File: src/rtl/calc_pkg.sv
// Shared types and constants for the calculator sequencer.
// State and display-select encodings are visible on the debug outputs.
package calc_pkg;

  localparam int OPC_W = 3;

  typedef enum logic [2:0] {
    ST_IDLE   = 3'd0,
    ST_OP1    = 3'd1,
    ST_OPSEL  = 3'd2,
    ST_OP2    = 3'd3,
    ST_RESULT = 3'd4,
    ST_ERROR  = 3'd5
  } state_t;

  typedef enum logic [1:0] {
    DISP_BLANK  = 2'd0,
    DISP_ENTRY  = 2'd1,
    DISP_RESULT = 2'd2,
    DISP_ERR    = 2'd3
  } disp_sel_t;

endpackage

File: src/rtl/calc_sequencer_if.sv
// Key-event / ALU / display bundle between the calculator front end and
// the sequencer. master = key encoders and ALU side, slave = sequencer.
interface calc_sequencer_if;

  logic                     key_digit_vld;
  logic                     key_op_vld;
  logic [calc_pkg::OPC_W-1:0] key_op;
  logic                     key_enter;
  logic                     key_result;
  logic                     key_clear;
  logic                     alu_o_flag;

  logic                     store_dig;
  logic                     enter;
  logic                     result_ready;
  logic [calc_pkg::OPC_W-1:0] opcode;
  logic [1:0]               disp_sel;
  logic [1:0]               digit_cnt;
  logic                     err;
  logic [2:0]               state_o;

  modport master (
    output key_digit_vld, key_op_vld, key_op, key_enter, key_result,
           key_clear, alu_o_flag,
    input  store_dig, enter, result_ready, opcode, disp_sel, digit_cnt,
           err, state_o
  );

  modport slave (
    input  key_digit_vld, key_op_vld, key_op, key_enter, key_result,
           key_clear, alu_o_flag,
    output store_dig, enter, result_ready, opcode, disp_sel, digit_cnt,
           err, state_o
  );

endinterface

File: src/rtl/idle_timer.sv
// Idle-cycle counter for the calculator auto-clear.
// Counts enabled cycles, clears on request, saturates at TIMEOUT_CYCLES-1
// and flags expiry while sitting at that value.
module idle_timer #(
  parameter int unsigned      CNT_W          = 24,
  parameter logic [CNT_W-1:0] TIMEOUT_CYCLES = 24'd12_000_000
) (
  input  logic clk_i,
  input  logic rst_i,
  input  logic clr_i,
  input  logic en_i,
  output logic expired_o
);

  localparam logic [CNT_W-1:0] ONE  = CNT_W'(1);
  localparam logic [CNT_W-1:0] LAST = TIMEOUT_CYCLES - ONE;

  logic [CNT_W-1:0] cnt_q;
  logic [CNT_W-1:0] cnt_d;

  // Next count: clear wins, otherwise step until the terminal value and hold.
  always_comb begin
    cnt_d = cnt_q;
    if (clr_i) begin
      cnt_d = '0;
    end else if (en_i && (cnt_q != LAST)) begin
      cnt_d = cnt_q + ONE;
    end
  end

  // Counter register.
  always_ff @(posedge clk_i) begin
    if (rst_i) begin
      cnt_q <= '0;
    end else begin
      cnt_q <= cnt_d;
    end
  end

  assign expired_o = (cnt_q == LAST);

endmodule

File: src/rtl/calc_sequencer.sv
// Calculator operation sequencer: operand-1 entry, operator select,
// operand-2 entry, result/error display, with idle auto-clear.
// Optional build macro CALC_CHAIN_EN: an operator key while a result is
// shown chains the result into the next operation as operand 1.
module calc_sequencer
  import calc_pkg::*;
#(
  parameter int unsigned      MAX_DIGITS     = 3,
  parameter int unsigned      CNT_W          = 24,
  parameter logic [CNT_W-1:0] TIMEOUT_CYCLES = 24'd12_000_000
) (
  input  logic            hwclk,
  input  logic            reset,
  calc_sequencer_if.slave bus
);

  localparam logic [1:0] MAX_CNT = 2'(MAX_DIGITS);

  state_t           state_q, state_d;
  disp_sel_t        disp_sel_q, disp_sel_d;
  logic [OPC_W-1:0] opcode_q, opcode_d;
  logic [1:0]       digit_cnt_q, digit_cnt_d;
  logic             err_q, err_d;
  logic             store_dig_q, store_dig_d;
  logic             enter_q, enter_d;
  logic             result_ready_q, result_ready_d;

  logic ev_clear, ev_result, ev_enter, ev_op, ev_digit;
  logic any_key;
  logic can_store;
  logic tmr_en, tmr_clr, tmr_expired, timeout;

  // Resolve simultaneous keys: clear > result > enter > op > digit.
  always_comb begin
    ev_clear  = bus.key_clear;
    ev_result = bus.key_result    & ~bus.key_clear;
    ev_enter  = bus.key_enter     & ~bus.key_clear & ~bus.key_result;
    ev_op     = bus.key_op_vld    & ~bus.key_clear & ~bus.key_result
                                  & ~bus.key_enter;
    ev_digit  = bus.key_digit_vld & ~bus.key_clear & ~bus.key_result
                                  & ~bus.key_enter & ~bus.key_op_vld;
    any_key   = bus.key_clear | bus.key_result | bus.key_enter
              | bus.key_op_vld | bus.key_digit_vld;
  end

  // The timer only runs while an operation is in progress and no key is
  // pressed; sitting in IDLE keeps it parked at zero so a stale expiry can
  // never swallow the first key of the next operation.
  assign tmr_en  = (state_q != ST_IDLE) && !any_key;
  assign tmr_clr = any_key || (state_q == ST_IDLE);
  assign timeout = tmr_expired && tmr_en;

  idle_timer #(
    .CNT_W          (CNT_W),
    .TIMEOUT_CYCLES (TIMEOUT_CYCLES)
  ) u_idle_timer (
    .clk_i     (hwclk),
    .rst_i     (reset),
    .clr_i     (tmr_clr),
    .en_i      (tmr_en),
    .expired_o (tmr_expired)
  );

  assign can_store = (digit_cnt_q < MAX_CNT);

  // Next-state and registered-strobe decode for the winning event.
  always_comb begin
    state_d        = state_q;
    disp_sel_d     = disp_sel_q;
    opcode_d       = opcode_q;
    digit_cnt_d    = digit_cnt_q;
    err_d          = err_q;
    store_dig_d    = 1'b0;
    enter_d        = 1'b0;
    result_ready_d = 1'b0;

    if (ev_clear || timeout) begin
      // Clear and idle timeout both abandon the operation; opcode survives.
      state_d     = ST_IDLE;
      disp_sel_d  = DISP_BLANK;
      digit_cnt_d = 2'd0;
      err_d       = 1'b0;
    end else begin
      unique case (state_q)
        ST_IDLE: begin
          if (ev_digit) begin
            store_dig_d = 1'b1;
            digit_cnt_d = 2'd1;
            disp_sel_d  = DISP_ENTRY;
            state_d     = ST_OP1;
          end
        end

        ST_OP1: begin
          if (ev_op) begin
            opcode_d = bus.key_op;
            state_d  = ST_OPSEL;
          end else if (ev_digit && can_store) begin
            store_dig_d = 1'b1;
            digit_cnt_d = digit_cnt_q + 2'd1;
          end
        end

        ST_OPSEL: begin
          if (ev_enter) begin
            enter_d     = 1'b1;
            digit_cnt_d = 2'd0;
            state_d     = ST_OP2;
          end else if (ev_op) begin
            opcode_d = bus.key_op;
          end
        end

        ST_OP2: begin
          if (ev_result && (digit_cnt_q != 2'd0)) begin
            // Overflow is sampled in the result-key cycle itself.
            if (bus.alu_o_flag) begin
              err_d      = 1'b1;
              disp_sel_d = DISP_ERR;
              state_d    = ST_ERROR;
            end else begin
              result_ready_d = 1'b1;
              disp_sel_d     = DISP_RESULT;
              state_d        = ST_RESULT;
            end
          end else if (ev_digit && can_store) begin
            store_dig_d = 1'b1;
            digit_cnt_d = digit_cnt_q + 2'd1;
          end
        end

        ST_RESULT: begin
`ifdef CALC_CHAIN_EN
          if (ev_op) begin
            // Displayed result becomes operand 1 of the next operation.
            opcode_d    = bus.key_op;
            enter_d     = 1'b1;
            digit_cnt_d = 2'd0;
            disp_sel_d  = DISP_ENTRY;
            state_d     = ST_OP2;
          end else if (ev_digit) begin
            store_dig_d = 1'b1;
            digit_cnt_d = 2'd1;
            disp_sel_d  = DISP_ENTRY;
            state_d     = ST_OP1;
          end
`else
          if (ev_digit) begin
            store_dig_d = 1'b1;
            digit_cnt_d = 2'd1;
            disp_sel_d  = DISP_ENTRY;
            state_d     = ST_OP1;
          end
`endif
        end

        ST_ERROR: begin
          // Only clear or timeout (handled above) leave the error state.
        end

        default: begin
          state_d = ST_IDLE;
        end
      endcase
    end
  end

  // State, status and strobe registers.
  always_ff @(posedge hwclk) begin
    if (reset) begin
      state_q        <= ST_IDLE;
      disp_sel_q     <= DISP_BLANK;
      opcode_q       <= '0;
      digit_cnt_q    <= 2'd0;
      err_q          <= 1'b0;
      store_dig_q    <= 1'b0;
      enter_q        <= 1'b0;
      result_ready_q <= 1'b0;
    end else begin
      state_q        <= state_d;
      disp_sel_q     <= disp_sel_d;
      opcode_q       <= opcode_d;
      digit_cnt_q    <= digit_cnt_d;
      err_q          <= err_d;
      store_dig_q    <= store_dig_d;
      enter_q        <= enter_d;
      result_ready_q <= result_ready_d;
    end
  end

  assign bus.store_dig    = store_dig_q;
  assign bus.enter        = enter_q;
  assign bus.result_ready = result_ready_q;
  assign bus.opcode       = opcode_q;
  assign bus.disp_sel     = disp_sel_q;
  assign bus.digit_cnt    = digit_cnt_q;
  assign bus.err          = err_q;
  assign bus.state_o      = state_q;

endmodule
File: src/flat_wrapper.sv
// flat-port wrapper written by rule: the top's interface ports become plain ports
module calc_sequencer_flat import calc_pkg::*;
#(
  parameter int unsigned      MAX_DIGITS     = 3,
  parameter int unsigned      CNT_W          = 24,
  parameter logic [CNT_W-1:0] TIMEOUT_CYCLES = 24'd12_000_000
)
  (hwclk, reset, bus_key_digit_vld, bus_key_op_vld, bus_key_op, bus_key_enter, bus_key_result, bus_key_clear, bus_alu_o_flag, bus_store_dig, bus_enter, bus_result_ready, bus_opcode, bus_disp_sel, bus_digit_cnt, bus_err, bus_state_o);
  calc_sequencer_if bus_i ();
  input  logic hwclk;
  input  logic reset;
  input wire logic [$bits(bus_i.key_digit_vld)-1:0] bus_key_digit_vld;
  input wire logic [$bits(bus_i.key_op_vld)-1:0] bus_key_op_vld;
  input wire logic [$bits(bus_i.key_op)-1:0] bus_key_op;
  input wire logic [$bits(bus_i.key_enter)-1:0] bus_key_enter;
  input wire logic [$bits(bus_i.key_result)-1:0] bus_key_result;
  input wire logic [$bits(bus_i.key_clear)-1:0] bus_key_clear;
  input wire logic [$bits(bus_i.alu_o_flag)-1:0] bus_alu_o_flag;
  output wire logic [$bits(bus_i.store_dig)-1:0] bus_store_dig;
  output wire logic [$bits(bus_i.enter)-1:0] bus_enter;
  output wire logic [$bits(bus_i.result_ready)-1:0] bus_result_ready;
  output wire logic [$bits(bus_i.opcode)-1:0] bus_opcode;
  output wire logic [$bits(bus_i.disp_sel)-1:0] bus_disp_sel;
  output wire logic [$bits(bus_i.digit_cnt)-1:0] bus_digit_cnt;
  output wire logic [$bits(bus_i.err)-1:0] bus_err;
  output wire logic [$bits(bus_i.state_o)-1:0] bus_state_o;
  assign bus_i.key_digit_vld = bus_key_digit_vld;
  assign bus_i.key_op_vld = bus_key_op_vld;
  assign bus_i.key_op = bus_key_op;
  assign bus_i.key_enter = bus_key_enter;
  assign bus_i.key_result = bus_key_result;
  assign bus_i.key_clear = bus_key_clear;
  assign bus_i.alu_o_flag = bus_alu_o_flag;
  assign bus_store_dig = bus_i.store_dig;
  assign bus_enter = bus_i.enter;
  assign bus_result_ready = bus_i.result_ready;
  assign bus_opcode = bus_i.opcode;
  assign bus_disp_sel = bus_i.disp_sel;
  assign bus_digit_cnt = bus_i.digit_cnt;
  assign bus_err = bus_i.err;
  assign bus_state_o = bus_i.state_o;
  calc_sequencer #(.MAX_DIGITS(MAX_DIGITS), .CNT_W(CNT_W), .TIMEOUT_CYCLES(TIMEOUT_CYCLES)) u_core (.hwclk(hwclk), .reset(reset), .bus(bus_i));
endmodule
File: config.mk
export PLATFORM = sky130hd
export DESIGN_NAME = calc_sequencer_flat
export DESIGN_NICKNAME = d
export VERILOG_FILES = /design/src/rtl/calc_pkg.sv /design/src/rtl/calc_sequencer_if.sv /design/src/rtl/idle_timer.sv /design/src/rtl/calc_sequencer.sv /design/src/flat_wrapper.sv
export SDC_FILE = /design/constraint.sdc
export NUM_CORES = 1
export LEC_CHECK = 0
export ABC_AREA = 1
export CAP_MARGIN = 40
export CORE_MARGIN = 1
export CORE_UTILIZATION = 40
export CTS_BUF_LIST = sky130_fd_sc_hd__clkbuf_2 sky130_fd_sc_hd__clkbuf_4 sky130_fd_sc_hd__clkbuf_8
export DETAILED_ROUTE_END_ITERATION = 12
export PLACE_DENSITY_LB_ADDON = 0.08
export SYNTH_ARGS = -nofsm -noshare
export SYNTH_HDL_FRONTEND = slang
export SYNTH_SLANG_ARGS = --single-unit
File: constraint.sdc
create_clock -name hwclk -period 4.5 [get_ports hwclk]
set_input_delay 0.9 -clock hwclk [delete_from_list [all_inputs] [get_ports hwclk]]
set_output_delay 0.9 -clock hwclk [all_outputs]
set_load 0.02 [all_outputs]
Word-level counts from Yosys, hierarchy flattened. Index checks and enable logic that the tools add are counted.

Bits in latches: 0. Bits in read-only memories: 0. Bits in writable memories: 0. Memories kept: 0. Output and inout port bits: 14. Register bits: 38. Input port bits: 11. Word-level logic and storage cells: 98.

Multiplexer cells: 25. Reductions and logical operators: 24. Bitwise operators: 23. Equality and inequality tests: 14. Div/mod/pow operators: 0. Add/sub/neg operators: 2. Order comparisons: 1. $mul: 0. Shifts and indexed selects: 0.

Operators by type and width (count): 24-bit by 1-bit adder with 24-bit output, second input constant (1); 24-bit equality test, second input constant (1); 24-bit inequality test, second input constant (1); 3-bit two-way mux (6); 3-bit case mux with 5 select lines (1); 2-bit two-way mux (6); 1-bit AND (10); 5-bit AND reduction (2); 1-bit NOT (9); 3-bit AND reduction (3); 1-bit two-way mux (8); 2-bit by 1-bit inequality test with 1-bit output, second input constant (4); 2-bit case mux with 4 select lines (1); 3-bit by 2-bit equality test with 1-bit output, second input constant (2); 3-bit equality test, second input constant (2); 2-bit inequality test, second input constant (3); 3-bit case mux with 2 select lines (1); 2-bit nonzero test (3); 2-bit OR reduction (3); 1-bit logical AND (5); 1-bit bitwise OR (4); 2-bit case mux with 2 select lines (1); 4-bit nonzero test (1); 4-bit OR reduction (1); 9 further kinds (10).

Logic depth before layout (Yosys ltp). Gate-level depths: netlist of the first run.

Depth in word-level cells: 10. Gate-level depth with buffers: 12. Mapped depth without buffers: 12.

Modules after synthesis. From an unflattened synthesis of the first run, not the netlist that was laid out.

Cell total of the unflattened synthesis: 359. Area total of the unflattened synthesis: 2346.0 µm².

By module, submodules not included: idle_timer (cells each 247, area each 1542.7 µm², times used 1, sequential area each 480.5 µm²); calc_sequencer (cells each 112, area each 803.3 µm², times used 1, sequential area each 280.3 µm²).

Worst setup path before layout of the first run. Ideal clock, no wire load.

Path kind: input port to flip-flop. Start: input port bus_key_clear. End: register u_core.u_idle_timer.cnt_q[3]. Data required time: 4382 ps. Path buffers: 1. Arrival: 1730 ps. Stages on the path: 7. Setup time: 118 ps. Slack: 2652 ps. Cell sequence: nor2_4 > nand3_2 > nor2_8 > nand2_4 > buf_6 > nor3_1 > nor2_1.

Word-level cells in the longest chain between the ends: 7. Elaborated cells between the ends (all ways): 9. Those cells by class: bitwise (4); reduce/logical (5).

Ends and longest elaborated chain: start, declared (line flat_wrapper.sv:17) `input wire logic [$bits(bus_i.key_clear)-1:0] bus_key_clear;`; 1-bit bitwise OR (*) (2 in a row) (line calc_sequencer.sv:42) `any_key = bus.key_clear | bus.key_result | bus.key_enter`; 1-bit bitwise OR (*) (2 in a row) (line calc_sequencer.sv:43) `| bus.key_op_vld | bus.key_digit_vld;`; 1-bit zero test (line calc_sequencer.sv:49) `assign tmr_en = (state_q != ST_IDLE) && !any_key;`; 1-bit logical AND (line calc_sequencer.sv:49); 1-bit logical AND (line idle_timer.sv:26) `end else if (en_i && (cnt_q != LAST)) begin`; end signal, assigned (line idle_timer.sv:36) `cnt_q <= cnt_d;`; end, declared (line idle_timer.sv:18) `logic [CNT_W-1:0] cnt_q;`.

Mark *: on every way between the ends. The rest lies on a longest branch, timed or not. A chain may end at the register's enable or synchronous reset.

Worst setup path after layout of the first run.
Start: input port bus_key_clear. End: register u_core.u_idle_timer.cnt_q[1].

The elaborated chain is that of the path after synthesis.

==> key figures, run 1 <==
Power
  – Clk pwr share: around two fifths
  – Pwr dens: 228 nW/um^2
  – Sequential Power Share: 55.1%
  – Max IR drop VDD: 108 uV
  – Pleak: roughly 1.0 nW
  – Switch Pwr: between 0.1 and 0.15 mW
  – Pint: 0.477 mW
  – Comb power frac: under 10%
  – Sw Ratio: a little over a fifth

Placed design
  – Inst Count DP: 449
  – I/O Buffers: 24
  – Post-DP HPWL: 3.95 mm
  – Final GP Congestion: approximately 0.88

Global route
  – Largest net degree at the start of global routing: 20
  – Antenna violations before repair: 0
  – Grt ovf: 0
  – Tot GR Track Use: roughly 18%
  – Vias in the first global route: 1831
  – First-pass GRT wire length: 8.62 mm

Clock network
  – H-tree depth: 2
  – Clk Latency, worst-skew pair: slightly below 300 ps
  – Clk root buf: clkbuf_8
  – Cts repair resizes: 0
  – CTS buffer count: 5
  – Postcts setup bufs: 0
  – Clock Pin Slew Worst Setup and Hold Paths: ~70 ps
  – Clock sinks: 38
  – Clock Tree Buf Depth: 2
  – Hold Buf Count CTS: 0
  – TritonCTS clock tree: done

Timing
  – Max Clock Skew: between 10 and 15 ps
  – Final worst path period share: 52.8%
  – # setup viols final: 0
  – RSZ-0062 raised after global routing: no
  – Max Fclk: ~0.42 GHz
  – Worst slew pin tran: 375 ps
  – Final hold violation count: 0
  – WHS: 503 ps
  – Fin. max-slew vios: 0
  – Min cycle time layout: around 2400 ps
  – Relative slew slack: 74.9%
  – Fin Setup TNS: 0 ps

Yosys
  – Top-area cell type share of the netlist area: 33.0%
  – Area contributors post-synth: dfxtp_1 (33%), nand2_1 (18%), nor2_1 (9.5%)
  – Mapped cell area: between 2000 and 2500 sq um
  – Sequential area share after synthesis: 33.0%
  – Post-Synthesis Cells: 358
  – Synth warn: 0
  – Syn_nets: 372
  – Synth unique cells: 29
  – Flops & latches, synth: 38
  – Synth area leader: dfxtp_1
  – Mean Syn Cell Area: ~6.4 sq um

Setup path
  – Crit-path cells: clkdlybuf4s50_1, nor2_4, nand3_2, nor2_8, nand2_2, inv_1, o21ai_0, nor2_1
  – CP Capture Type: flip-flop
  – Largest delay share family, worst path: simple AND/OR/NAND/NOR gates
  – Buf/Inv on CP: 2
  – Worst EP required: roughly 4700 ps
  – CP arrival: roughly 2600 ps
  – Slowest CP cell: clkdlybuf4s50_1
  – Crit Path Class: input pin to flip-flop
  – Worst path max stage delay: 480 ps
  – Worst Path Max Fanout: 19
  – Setup crit start kind: input pin

Finish
  – Most frequent cells in the layout: nand2_1 (110), nor2_1 (58), inv_1 (45)
  – Final net count: 398
  – Final cell count without fillers: approximately 460
  – Layout cell share with drive strength beyond 1: 9.09%
  – N_diodes: 0
  – Area of the multi-input gates: 1300 sq um
  – Register area: 761 sq um
  – Fill cells: ~590
  – Commonest non-fill, non-tap cell in the layout: nand2_1
  – Synth-to-Final Area Change: 16.3%

Drt
  – DR vias: 2145
  – Vias/cell: 4.69
  – DR DRC count: 0
  – Pre-Repair DR Iteration Count: 4
  – Wire per inst: roughly 11 um
  – Iter 0 DRT Violations: around 130
  – Post-Route WL: 5.18 mm
  – Final ANT Viol Nets: 0

Floorplanning
  – Die ar.: 6060 sq um
  – Core area: 5540 sq um
  – Starting Density: approximately two fifths
  – Die height: 77.9 um
  – Site Rows: 27
  – IO Pins: 25
  – Width of the die: 77.9 um

Hold path
  – Worst hold path type: flip-flop to flip-flop

Run status
  – Run status: completed

Job
  – Max-Cap Viols: 0
layer usage:
layer | routed length [um] | global-route usage [%] | vias up
li1 | - | - | 1168
met2 | 2100 | 25.9 | 42
met1 | 2800 | 27.2 | 933
met5 | 0 | 0 | -
met3 | 254 | 3.41 | 2
met4 | 24 | 5.09 | 0
metrics by stage:
| stage | utilization, % | total power, mW | setup slack [ps] | instance area (sq um) |
|---|---|---|---|---|
| 6_report | 48.3 | 0.611 | 2120 | 2680 |
| 5_1_grt | 48.3 | 0.636 | 1990 | 2680 |
| 2_1_floorplan | - | 0.356 | 2650 | 2300 |
| 3_5_place_dp | 46.6 | 0.368 | 1820 | 2580 |
| 3_3_place_gp | 46.6 | 0.368 | 1850 | 2580 |
| 4_1_cts | 48.3 | 0.620 | 2120 | 2680 |
tightest hold or removal path, stage by stage (launching register included):
cell and delay, ps:
dfxtp_1 340, a21oi_1 50, nor2_2 80
synth_stat cells:
cell type / count
ha_1: 3
a21oi_1: 17
nand3_4: 1
o21bai_1: 4
a21oi_2: 6
or2_2: 1
buf_6: 4
dfxtp_1: 38
nand3b_1: 4
nand3_1: 11
inv_2: 2
xnor2_1: 3
nor2_1: 58
xor2_1: 5
nand2_2: 2
buf_2: 1
nor2_8: 1
clkinv_2: 1
nand3_2: 3
nand2_1: 110
nor3_1: 6
nor2_2: 6
inv_1: 45
inv_4: 1
nor2_4: 2
o21a_1: 2
o21ai_0: 12
nand4_1: 8
nand2_4: 1
power by group through the flow:
stage / registers [mW] / clock network, mW / logic, mW
after global placement: 0.345 / 0 / 0.0233
after detailed placement: 0.345 / 0 / 0.0233
after floorplan: 0.345 / 0 / 0.0109
after global routing: 0.337 / 0.274 / 0.0255
after CTS: 0.337 / 0.260 / 0.0234
final: 0.337 / 0.251 / 0.0234
logic make-up (layout without fill, tap and decap cells):
family,count (synthesis),after routing,synth area share (%)
xor gates and xnor gates,8,8,3.04
AOI/OAI and AO/OA,41,41,10.5
buffers and inverters,54,81,10.3
adders and majority gates,3,3,1.63
DFF,38,38,33.0
and+or+nand+nor,214,214,41.4
registers in the layout, summed over array words and instances (netlist names):
register and cells:
u_core.bus.digit_cnt 2, u_core.bus.opcode 3, u_core.bus.err 1, u_core.u_idle_timer.cnt_q 24, u_core.bus.enter 1, u_core.bus.disp_sel 2, u_core.bus.store_dig 1, u_core.bus.result_ready 1
u_core.bus.state_o 3
final timing paths:
check,startpoint,to,slack [ps],cells past startpoint
max,bus_key_clear,u_core.u_idle_timer.cnt_q[1],2120,8
min,u_core.bus.err,u_core.bus.err,500,2
max reg2reg,u_core.u_idle_timer.cnt_q[0],u_core.u_idle_timer.cnt_q[16],2420,10
min reg2reg,u_core.bus.err,u_core.bus.err,500,2
area by class of cell:
class,instances,area share (%)
Clock buffer,7,3.36
Clock inverter,1,0.187
Inverter,49,7.01
Multi-Input combinational cell,266,48.7
Sequential cell,38,28.4
Tap cell,72,3.36
Timing Repair Buffer,24,8.97
Power figures use the tool's default switching activity.
==> inputs of run 2 (changes only) <==
==> constraint.sdc (replaced) <==
create_clock -name hwclk -period 2.2 [get_ports hwclk]
set_input_delay 0.44 -clock hwclk [delete_from_list [all_inputs] [get_ports hwclk]]
set_output_delay 0.44 -clock hwclk [all_outputs]
set_load 0.02 [all_outputs]
==> run 2 against run 1 <==
Total power is 120% higher. Sequential share of layout area is 0.66 points lower. Flip-flop and latch count stayed put. Utilization is 1.2 points higher. Register-to-register slack worse by 2000 ps. Global-route usage is 1.4 points higher. Clock-buffer cell count stayed put. Largest cell class unchanged. Highest routed layer unchanged.
==> key figures, run 2 (synthesized netlist as in run 1, its figures left out) <==
Setup path
  – CP arrival: 2050 ps
  – R2r worst-path depth: 8
  – CP Capture Type: flip-flop
  – Setup crit start kind: input pin
  – Largest delay share family, worst path: simple AND/OR/NAND/NOR gates
  – CP Capture Point: u_core.u_idle_timer.cnt_q[1]
  – Worst path depth: 8
  – Worst setup startpoint: bus_key_clear
  – R2R Setup Slk: between 300 and 400 ps
  – Crit Path Class: input pin to flip-flop
  – Crit-path cells: clkdlybuf4s50_1, nor2_4, nand3_2, nor2_8, nand2_2, inv_1, o21ai_0, nor2_1
  – Buf/Inv on CP: 2
  – Critical R2R Capture: u_core.u_idle_timer.cnt_q[15]
  – Worst path max stage delay: 490 ps
  – Worst Path Max Fanout: 11
  – Slowest CP cell: clkdlybuf4s50_1
  – Reg2reg start: u_core.u_idle_timer.cnt_q[1]
  – Worst EP required: about 2400 ps

Timing
  – Fin. max-slew vios: 0
  – RSZ-0062 raised after global routing: no
  – Final hold violation count: 0
  – Fin Setup TNS: 0 ps
  – # setup viols final: 0
  – Relative slew slack: 76.8%
  – Final worst path period share: 82.8%
  – Min cycle time layout: about 1800 ps
  – Worst slew pin tran: ~350 ps
  – Max Clock Skew: 8.64 ps
  – Max Fclk: 0.549 GHz

Finish
  – Final cell count without fillers: 463
  – Final net count: ~400
  – Commonest non-fill, non-tap cell in the layout: nand2_1
  – N_diodes: 0
  – Synth-to-Final Area Change: 19.1%
  – Final instance area: 2740 sq um
  – Most frequent cells in the layout: nand2_1 (110), nor2_1 (58), inv_1 (45)
  – Max reg flops: 24
  – Layout cell share with drive strength beyond 1: 10.5%
  – Reg with most FFs: u_core.u_idle_timer.cnt_q
  – Final Core Density: between 40% and 50%

Clock network
  – Clock sinks: 38
  – Hold Buf Count CTS: 0
  – Clk Latency, worst-skew pair: roughly 290 ps
  – Clock Pin Slew Worst Setup and Hold Paths: roughly 80 ps
  – TritonCTS clock tree: done
  – Cts repair resizes: 0
  – H-tree depth: 2
  – Clock Tree Buf Depth: 2
  – Clk root buf: clkbuf_8
  – Postcts setup bufs: 0
  – CTS buffer count: 5

Power
  – Max IR drop VDD: 344 uV
  – Pwr dens: 490 nW/um^2
  – Pleak: 1.08 nW

Drt
  – Post-Route WL: roughly 5.4 mm
  – Final ANT Viol Nets: 0
  – Iter 0 DRT Violations: 119
  – Pre-Repair DR Iteration Count: 4
  – Vias/cell: between 4 and 5
  – Wire per inst: 11.6 um
  – DR DRC count: 0
  – DR vias: 2169

Run status
  – Run status: completed

Global route
  – Largest net degree at the start of global routing: 18
  – Vias in the first global route: 2054
  – Antenna violations before repair: 0
  – Tot GR Track Use: 19.5%
  – First-pass GRT wire length: 9.38 mm
  – Grt ovf: 0

Placed design
  – Inst Count DP: approximately 460
  – Final GP Congestion: 0.799
  – Placed inst area: 2630 sq um
  – Post-DP HPWL: 4.13 mm
  – I/O Buffers: 24

Floorplanning
  – Die ar.: 6060 sq um
  – Die height: 77.9 um
  – IO Pins: 25
  – Width of the die: 77.9 um
  – Site Rows: 27
  – Core area: 5540 sq um
  – Starting Density: 41.6%

Hold path
  – Worst hold path type: flip-flop to flip-flop

Job
  – Max-Cap Viols: 0
==> run 2: how the worst min path moves through the flow <==
stage	from	endpoint	slack, ps	depth (start not counted)
finish	u_core.u_idle_timer.cnt_q[23]	u_core.u_idle_timer.cnt_q[23]	500	2
global route	u_core.u_idle_timer.cnt_q[23]	u_core.u_idle_timer.cnt_q[23]	530	2
CTS	u_core.u_idle_timer.cnt_q[23]	u_core.u_idle_timer.cnt_q[23]	500	2
detailed placement	u_core.bus.err	u_core.bus.err	480	2
global placement	u_core.bus.err	u_core.bus.err	480	2
floorplan	u_core.u_idle_timer.cnt_q[23]	u_core.u_idle_timer.cnt_q[23]	460	2
==> run 2: routing by layer <==
| metal | vias to the layer above | track usage [%] | routed length [um] |
|---|---|---|---|
| met3 | 4 | 4.94 | 249 |
| met2 | 36 | 30.2 | 2240 |
| met4 | 0 | 3.96 | 29 |
| li1 | 1185 | - | - |
| met1 | 944 | 27.3 | 2880 |
| met5 | - | 0 | 0 |
==> run 2: tightest hold or removal path, delay by kind of cell (launching register included) <==
kind | cells | cell delay (ps)
DFF | 1 | 330
and+or+nand+nor | 1 | 70
AOI/OAI and AO/OA | 1 | 60
==> run 2: where the power goes <==
group	total, mW	switching, mW	internal (mW)
Clock	0.608	0.243	0.364
Combinational	0.0475	0.0246	0.0229
Sequential	0.689	0.000864	0.688
Total	1.34	0.269	1.08
==> run 2: metrics by stage <==
step | hold slack [ps] | setup WS, ps | total power, mW
after global placement | 482 | 139 | 0.753
final | 504 | 379 | 1.34
after global routing | 531 | 235 | 1.40
after CTS | 505 | 389 | 1.36
after detailed placement | 484 | 86.2 | 0.752
after floorplan | 464 | 534 | 0.728
==> run 2: cell type report <==
cell class	count	area (sq um)
sequential	38	761
tap	72	90.1
multi-input combinational	266	1300
clock inverter	1	30.0
timing repair buffer	30	285
clock buffer	7	83.8
inverter	49	188
fill	586	2800
==> inputs of run 3 (changes only) <==
==> constraint.sdc (replaced) <==
create_clock -name hwclk -period 1.8 [get_ports hwclk]
set_input_delay 0.36 -clock hwclk [delete_from_list [all_inputs] [get_ports hwclk]]
set_output_delay 0.36 -clock hwclk [all_outputs]
set_load 0.02 [all_outputs]
==> run 3 against run 2 <==
Hold slack improved by 2.3 ps. Clock skew down 3.0 ps. Utilization up 2.6 points. Combinational power increased by 50%. Clock-buffer cell count is 1 lower. Sequential share of layout area shrank 1.3 points. Global-route usage is 0.18 points higher. Register-to-register slack worse by 190 ps.
==> key figures, run 3 (synthesized netlist as in run 1, its figures left out) <==
Setup path
  – Worst Path Max Fanout: 5
  – Largest delay share family, worst path: buffers and inverters
  – Worst setup startpoint: u_core.bus.state_o[2]
  – Crit Path Class: flip-flop to output port
  – Worst path max stage delay: approximately 640 ps
  – CP Capture Type: output port
  – CP arrival: between 1000 and 1500 ps
  – Buf/Inv on CP: 1
  – Setup crit start kind: flip-flop
  – Slowest CP cell: clkdlybuf4s50_1
  – Worst EP required: 1440 ps
  – Crit-path cells: clkdlybuf4s50_1
  – Reg2reg start: u_core.u_idle_timer.cnt_q[0]

Timing
  – Final hold violation count: 0
  – # setup viols final: 0
  – Min cycle time layout: 1700 ps
  – Relative slew slack: a little under 80%
  – Final worst path period share: between 90 and 100%
  – Worst slew pin tran: about 310 ps
  – Max Clock Skew: approximately 5.6 ps
  – Max Fclk: about 0.6 GHz
  – Slack of the critical path: 98.9 ps
  – RSZ-0062 raised after global routing: no
  – Fin. max-slew vios: 0

Hold path
  – Worst hold path type: flip-flop to flip-flop
  – Hold Path Origin: u_core.bus.digit_cnt[0]

Global route
  – Vias in the first global route: slightly above 2k
  – First-pass GRT wire length: 9.50 mm
  – Antenna violations before repair: 0
  – Grt ovf: 0
  – Largest net degree at the start of global routing: 18
  – Tot GR Track Use: about a fifth

Clock network
  – Hold Buf Count CTS: 0
  – Clock Tree Buf Depth: 2
  – Clk root buf: clkbuf_8
  – Cts repair resizes: 0
  – Clock Pin Slew Worst Setup and Hold Paths: 70 ps
  – CTS buffer count: 5
  – Clock sinks: 38
  – Clk Latency, worst-skew pair: 280 ps
  – TritonCTS clock tree: done
  – Postcts setup bufs: 0
  – H-tree depth: 2

Finish
  – Synth-to-Final Area Change: 25.3%
  – Final net count: between 400 and 500
  – Commonest non-fill, non-tap cell in the layout: nand2_1
  – Most frequent cells in the layout: nand2_1 (110), nor2_1 (57), inv_1 (45)
  – Final cell count without fillers: ~480
  – Layout cell share with drive strength beyond 1: 15.1%
  – Fill cells: 580
  – N_diodes: 0
  – Max reg flops: 24
  – Reg with most FFs: u_core.u_idle_timer.cnt_q
  – Final Core Density: 52.1%

Drt
  – Wire per inst: around 11 um
  – Pre-Repair DR Iteration Count: 5
  – DR vias: around 2.3k
  – Vias/cell: 4.73
  – Post-Route WL: 5.34 mm
  – Final ANT Viol Nets: 0
  – DR DRC count: 0
  – Iter 0 DRT Violations: about 120

Power
  – Clk pwr share: around two fifths
  – Max IR drop VDD: 324 uV
  – Pwr dens: just over 500 nW/um^2
  – Pint: ~1.2 mW
  – Sequential Power Share: between 50% and 60%
  – Power Total: 1.49 mW
  – Switch Pwr: roughly 0.32 mW
  – Comb power frac: roughly 4.8%
  – Sw Ratio: 21.4%
  – Pleak: between 1 and 1.5 nW

Job
  – Max-Cap Viols: 0

Floorplanning
  – Core area: between 5000 and 6000 sq um
  – IO Pins: 25
  – Die height: 77.9 um
  – Width of the die: 77.9 um
  – Site Rows: 27
  – Die ar.: 6060 sq um
  – Starting Density: 41.6%

Placed design
  – Final GP Congestion: 0.844
  – Post-DP HPWL: 4.22 mm
  – Placement Setup Slack: -116 ps
  – I/O Buffers: 24
  – Inst Count DP: 476

Run status
  – Run status: completed
## run 3: path summary, 6_finish.rpt
| path | slack (ps) | end | cells past startpoint |
|---|---|---|---|
| worst max register to register | 200 | u_core.u_idle_timer.cnt_q[8] | 8 |
| worst min register to register | 510 | u_core.bus.digit_cnt[0] | 2 |
| worst min-delay path | 510 | u_core.bus.digit_cnt[0] | 2 |
| worst max-delay path | 100 | bus_state_o[2] | 1 |
## run 3: cell type report
class,instances,area (sq um),share of cell area [%]
Inverter,49,188,6.51
Multi-Input combinational cell,266,1310,45.3
Timing Repair Buffer,51,455,15.8
Tap cell,72,90.1,3.12
Sequential cell,38,762,26.4
Clock buffer,6,82.6,2.86
## run 3: per-stage QoR
stage          cell area [sq um]  setup TNS (ps)  hold WS [ps]
3_5_place_dp                2800           -1360           482
6_report                    2880               0           506
5_1_grt                     2880               0           535
4_1_cts                     2880               0           507
3_3_place_gp                2800            -949           478
2_1_floorplan               2300               0           464
## run 3: layer usage
metal,global-route usage [%],vias to the layer above,part of all wire (%)
met1,29.0,1000,53
met5,0,-,0
met2,29.2,41,41
li1,-,1232,-
met4,3.96,0,0.73
met3,4.24,5,4.8
## run 3: power by group through the flow
stage | logic (mW) | clock network, mW | registers (mW)
after floorplan | 0.0273 | 0 | 0.863
after global placement | 0.0707 | 0 | 0.862
after detailed placement | 0.0709 | 0 | 0.862
after CTS | 0.0711 | 0.609 | 0.842
after global routing | 0.0779 | 0.642 | 0.842
final | 0.0711 | 0.581 | 0.842
